File: config.mk
export PLATFORM = sky130hd
export DESIGN_NAME = cam_frame_writer
export DESIGN_NICKNAME = d
export VERILOG_FILES = /design/src/rtl/cam_frame_writer_pkg.sv /design/src/rtl/cam_frame_writer_edge_det.sv /design/src/rtl/cam_frame_writer.sv
export SDC_FILE = /design/constraint.sdc
export NUM_CORES = 1
export LEC_CHECK = 0
export CORE_MARGIN = 2
export CORE_UTILIZATION = 52
export CTS_BUF_LIST = sky130_fd_sc_hd__clkbuf_8
export DETAILED_ROUTE_END_ITERATION = 10
export PLACE_DENSITY = 0.78
export SYNTH_ARGS = -nofsm -noshare
export SYNTH_HDL_FRONTEND = slang
export SYNTH_SLANG_ARGS = --single-unit
File: constraint.sdc
create_clock -name clk -period 2.3 [get_ports clk]
set_clock_uncertainty 0.05 [all_clocks]
set_input_delay 0.345 -clock clk [delete_from_list [all_inputs] [get_ports clk]]
set_output_delay 0.345 -clock clk [all_outputs]
set_load 0.05 [all_outputs]
File: src/rtl/cam_frame_writer_pkg.sv
// Shared constants for the camera frame writer: FSM state encoding,
// RGB444 byte field helpers and the pixel-count formula.
package cam_frame_writer_pkg;

  typedef enum logic [1:0] {
    WAIT_FRAME = 2'd0,
    EXPECT_HI  = 2'd1,
    EXPECT_LO  = 2'd2
  } cam_state_e;

  // Byte 1 carries red in its low nibble; byte 2 carries {G,B}.
  localparam int PX_R_MSB  = 3;
  localparam int RGB444_W  = 12;

  function automatic logic [3:0] px_red(input logic [7:0] b);
    return b[PX_R_MSB:0];
  endfunction

  function automatic logic [RGB444_W-1:0] pack_rgb444(input logic [3:0] r,
                                                      input logic [7:0] gb);
    return {r, gb};
  endfunction

  function automatic int npix(input int w, input int h);
    return w * h;
  endfunction

endpackage

File: src/rtl/cam_frame_writer_edge_det.sv
// Registers a single-bit input and reports its rising and falling edges
// relative to the registered copy.
module cam_frame_writer_edge_det (
  input  logic clk,
  input  logic reset,
  input  logic sig,
  output logic rise,
  output logic fall
);

  logic sig_q;
  logic sig_d;

  // Next value of the delayed copy is simply the current input.
  always_comb begin
    sig_d = sig;
  end

  // One-cycle delay register, cleared by reset.
  always_ff @(posedge clk) begin
    if (reset) sig_q <= 1'b0;
    else       sig_q <= sig_d;
  end

  assign rise = sig & ~sig_q;
  assign fall = ~sig & sig_q;

endmodule

File: src/rtl/cam_frame_writer.sv
// Captures OV7670 RGB444 pixels (two bytes per pixel, framed by vsync/href)
// and issues one frame-buffer write per pixel. Also reports, at the end of
// each frame, whether the frame held exactly NPIX pixels without faults.
//
// Handshake: there is no back-pressure. regwrite is a one-cycle strobe; the
// buffer must accept addr_in/data_in on every cycle regwrite is high.
// A pixel's second byte consumed at edge N yields regwrite high after N+1.
module cam_frame_writer
  import cam_frame_writer_pkg::*;
#(
  parameter int AW    = 15,
  parameter int DW    = 12,
  parameter int IMG_W = 160,
  parameter int IMG_H = 120
) (
  input  logic          clk,
  input  logic          reset,
  input  logic          vsync,
  input  logic          href,
  input  logic [7:0]    px_data,
  output logic [AW-1:0] addr_in,
  output logic [DW-1:0] data_in,
  output logic          regwrite,
  output logic          frame_done,
  output logic          frame_err
);

  localparam int          NPIX   = npix(IMG_W, IMG_H);
  localparam logic [AW:0] NPIX_C = (AW+1)'(NPIX);
  localparam logic [AW:0] ONE_C  = (AW+1)'(1);

  logic vs_rise;
  logic vs_fall;

  cam_frame_writer_edge_det u_vs_edge (
    .clk   (clk),
    .reset (reset),
    .sig   (vsync),
    .rise  (vs_rise),
    .fall  (vs_fall)
  );

  cam_state_e    state_q,      state_d;
  logic [AW:0]   pix_cnt_q,    pix_cnt_d;
  logic          err_q,        err_d;
  logic [3:0]    r_q,          r_d;
  // Staging stage: decisions made at the byte edge, presented one edge later.
  logic          wr_req_q,     wr_req_d;
  logic [AW-1:0] wr_addr_q,    wr_addr_d;
  logic [DW-1:0] wr_data_q,    wr_data_d;
  logic          done_req_q,   done_req_d;
  logic          ferr_req_q,   ferr_req_d;
  // Output registers.
  logic          regwrite_q,   regwrite_d;
  logic [AW-1:0] addr_q,       addr_d;
  logic [DW-1:0] data_q,       data_d;
  logic          frame_done_q, frame_done_d;
  logic          frame_err_q,  frame_err_d;

  // Next-state, pixel counter, error flag and output staging.
  always_comb begin
    state_d      = state_q;
    pix_cnt_d    = pix_cnt_q;
    err_d        = err_q;
    r_d          = r_q;
    wr_req_d     = 1'b0;
    wr_addr_d    = wr_addr_q;
    wr_data_d    = wr_data_q;
    done_req_d   = 1'b0;
    ferr_req_d   = 1'b0;
    regwrite_d   = wr_req_q;
    addr_d       = wr_req_q ? wr_addr_q : addr_q;
    data_d       = wr_req_q ? wr_data_q : data_q;
    frame_done_d = done_req_q;
    frame_err_d  = ferr_req_q;

    case (state_q)
      WAIT_FRAME: begin
        if (vs_fall) begin
          pix_cnt_d = '0;
          err_d     = 1'b0;
          state_d   = EXPECT_HI;
        end
      end
      EXPECT_HI, EXPECT_LO: begin
        if (vs_rise) begin
          // End of frame wins over any byte on the bus this cycle.
          state_d = WAIT_FRAME;
          if ((pix_cnt_q == NPIX_C) && !err_q) done_req_d = 1'b1;
          else                                 ferr_req_d = 1'b1;
        end else if (state_q == EXPECT_HI) begin
          if (href) begin
            r_d     = px_red(px_data);
            state_d = EXPECT_LO;
          end
        end else begin
          state_d = EXPECT_HI;
          if (href) begin
            if (pix_cnt_q < NPIX_C) begin
              wr_req_d  = 1'b1;
              wr_addr_d = pix_cnt_q[AW-1:0];
              wr_data_d = DW'(pack_rgb444(r_q, px_data));
              pix_cnt_d = pix_cnt_q + ONE_C;
            end else begin
              // Overflow: too many pixels, counter saturates at NPIX.
              err_d = 1'b1;
            end
          end else begin
            // href dropped after byte 1: dangling half pixel.
            err_d = 1'b1;
          end
        end
      end
      default: state_d = WAIT_FRAME;
    endcase
  end

  // State and datapath registers with synchronous reset.
  always_ff @(posedge clk) begin
    if (reset) begin
      state_q      <= WAIT_FRAME;
      pix_cnt_q    <= '0;
      err_q        <= 1'b0;
      r_q          <= '0;
      wr_req_q     <= 1'b0;
      wr_addr_q    <= '0;
      wr_data_q    <= '0;
      done_req_q   <= 1'b0;
      ferr_req_q   <= 1'b0;
      regwrite_q   <= 1'b0;
      addr_q       <= '0;
      data_q       <= '0;
      frame_done_q <= 1'b0;
      frame_err_q  <= 1'b0;
    end else begin
      state_q      <= state_d;
      pix_cnt_q    <= pix_cnt_d;
      err_q        <= err_d;
      r_q          <= r_d;
      wr_req_q     <= wr_req_d;
      wr_addr_q    <= wr_addr_d;
      wr_data_q    <= wr_data_d;
      done_req_q   <= done_req_d;
      ferr_req_q   <= ferr_req_d;
      regwrite_q   <= regwrite_d;
      addr_q       <= addr_d;
      data_q       <= data_d;
      frame_done_q <= frame_done_d;
      frame_err_q  <= frame_err_d;
    end
  end

  assign addr_in    = addr_q;
  assign data_in    = data_q;
  assign regwrite   = regwrite_q;
  assign frame_done = frame_done_q;
  assign frame_err  = frame_err_q;

endmodule

==> results by group <==
Routing
  – Initial drt markers: 147
  – Via density: 5.306
  – Total routed wirelength: 7.249 mm
  – Final ANT Viol Nets: 0
  – # DRC: 0
  – Via count: 2754
  – Detailed-router iteration count before antenna repair: 4
  – Drt wl/cell: 13.97 um

Logic synthesis
  – Asr flop ratio synth: 0%
  – Post-synthesis sequential area ratio: approximately half
  – Gate Count Post-Synth: 377
  – Count leader, synth: dfxtp_1
  – Dominant synthesized flop cell: dfxtp_1
  – Most frequent cells after synthesis: dfxtp_1 (84), nand2_1 (73), nor2_1 (41), mux2i_1 (38), a21oi_1 (34)
  – Post-synth top area share: 49.65%
  – #FFs+latches synth: 84
  – Post-synth EDFFs: 0
  – Mapped Nets: 394
  – YS warnings: 0
  – Mapped Area: approximately 0.0034 mm2
  – Avg Cell Area, Syn: 8.984 um2
  – Synth area leader: dfxtp_1
  – Area contributors post-synth: dfxtp_1 (50%), mux2i_1 (11%), nand2_1 (8.1%)
  – Netlist cell types: 50

Critical path
  – Crit path arrival time: 2450 ps
  – CP Launch Type: flip-flop
  – Worst Path Required: 2520 ps
  – Crit path max fanout: 4
  – Critical Path End Type: flip-flop
  – Setup CP Type: flip-flop to flip-flop

STA
  – Final setup viols: 0
  – Setup TNS: 0 ps
  – Fin. max-slew vios: 0
  – Final hold violation count: 0
  – Hold slack: between 300 and 400 ps
  – Final setup margin: 66.74 ps
  – Tmin final: around 2200 ps
  – Rel. slew slack: 54.97%
  – Max frequency: between 0.4 and 0.5 GHz
  – Slew @ Worst Pin: around 670 ps
  – Final Cycle Share: 97.10%

Die
  – FP Rows: 29
  – Core Region: 0.006314 mm2
  – Die W: roughly 85 um
  – Starting Density: about 54%
  – Die area: 0.007175 mm2
  – I/O pins: 42
  – Die Height: 84.71 um

Place
  – IO buf count: 41
  – Area post-placement: 0.004055 mm2
  – Dpl hpwl: 5.096 mm
  – Pre-CTS WS: -95.70 ps
  – GPL Wtd Cong: approximately 0.85

Clock network
  – TritonCTS clock tree: done
  – CTS Buf Count: 9
  – Max Root-Sink Buffers: 2
  – H-tree depth: 3
  – CTS Root Cell: clkbuf_8
  – Worst-Skew Late Latency: 360 ps
  – Clk slew on worst S/H paths: 90 ps
  – CTS Sinks: 84

Final layout
  – Multi-input logic area: 0.001609 mm2
  – Area grow syn2layout: 27.11%
  – Register area: around 0.0017 mm2
  – Inserted Diodes: 0
  – Nets: 454
  – Number of fill cells in the layout: between 500 and 600
  – Layout cell share with drive strength beyond 1: roughly 14%
  – Fin area: approximately 0.0043 mm2

Pwr
  – P_leak: approximately 1.6 nW
  – Pwr Density: 758.7 mW/mm2
  – VDD IR-drop max: roughly 0.63 mV

Global route
  – Met2 usage: 31.78%
  – GRT met3 Usage: 3.343%
  – Global-route wire length before repair: 12.21 mm
  – Total track usage: 21.09%
  – Vias in the first global route: 2574
  – Largest net degree at the start of global routing: 42
  – Layer with the highest usage: met2
  – Total congestion overflow: 0
  – Initial antenna violation count: 0
  – GRT met1 Usage: 30.00%

Flow run
  – Max-cap viol count: 0

Outcome
  – Status: complete, no violations

Min path
  – Worst min path class: input port to flip-flop
-- cell families after synthesis --
logic type / Yosys count / synth area share, %
buf+inv: 28 / 3.657
simple gates: 167 / 23.94
flops: 84 / 49.65
fa+ha+maj: 5 / 1.847
mux: 38 / 11.23
compound gates: 55 / 9.679
-- critical path, cell delays in order (launching register included) --
cell	delay, ps
dfxtp_1	340
or4_4	550
o31a_1	270
and2_4	180
or4b_4	540
o41ai_4	220
-- flip-flops by register name, indices dropped and copies added, names as in the netlist --
signal / cells
pix_cnt_q: 16
err_q: 1
done_req_q: 1
u_vs_edge.sig_q: 1
data_in: 12
frame_done: 1
state_q: 2
wr_addr_q: 15
regwrite_d: 1
ferr_req_q: 1
frame_err: 1
r_q: 4
wr_data_q: 12
regwrite: 1
addr_in: 15
-- worst paths after layout --
| path | depth (start not counted) | slack, ps | endpoint | from |
|---|---|---|---|---|
| worst min register to register | 1 | 410 | frame_err$_SDFF_PP0_ | ferr_req_q$_SDFF_PP0_ |
| worst max-delay path | 5 | 70 | pix_cnt_q[14]$_SDFFE_PP0P_ | pix_cnt_q[15]$_SDFFE_PP0P_ |
| worst min-delay path | 4 | 370 | pix_cnt_q[10]$_SDFFE_PP0P_ | reset |
| worst max register to register | 5 | 70 | pix_cnt_q[14]$_SDFFE_PP0P_ | pix_cnt_q[15]$_SDFFE_PP0P_ |
-- layer usage --
metal  share of wire, %  up-vias
met1                 48     1288
met4                1.3        0
met3                3.3        9
met2                 47       45
li1                   -     1412
met5                  0        -
-- layout make-up --
type	count	area share, %
Clock buffer	12	3.836
Clock inverter	4	1.279
Inverter	8	0.6975
Multi-Input combinational cell	265	37.37
Sequential cell	84	39.12
Tap cell	77	2.238
Timing Repair Buffer	69	15.46
-- report_power, final --
part	switching [mW]	internal, mW	total (mW)
sequential	0.0270	1.49	1.52
combinational	0.327	0.286	0.614
clock	0.537	0.597	1.13
total	0.892	2.37	3.27
-- stage by stage --
step           util, %  total power [mW]  cells
2_1_floorplan        -             1.899    377
3_3_place_gp     64.23             2.133    503
3_5_place_dp     64.23             2.145    503
4_1_cts          67.72             3.263    519
5_1_grt          68.19             3.410    519
6_report         68.19             3.267    519
-- placed cells by master, fill, tap and decap left out, types with 4 or more instances in the layout --
| cell type | instances |
|---|---|
| a21oi_1 | 34 |
| buf_12 | 4 |
| buf_4 | 24 |
| clkbuf_8 | 12 |
| clkdlybuf4s50_1 | 40 |
| dfxtp_1 | 82 |
| ha_1 | 4 |
| inv_1 | 8 |
| mux2i_1 | 38 |
| nand2_1 | 73 |
| nand3_1 | 4 |
| nand4_1 | 6 |
| nor2_1 | 41 |
| nor2b_1 | 7 |
| o21ai_0 | 4 |
| or3_1 | 9 |
| or4_1 | 4 |
-- what timing repair did --
| action | CTS | global route |
|---|---|---|
| setup buffers | 0 | 0 |
| hold buffers | 0 | 0 |
| gates resized for setup | 0 | 8 |
| endpoints found under the setup margin | 0 | 6 |
Note: power is estimated with default switching activity, not from simulation.
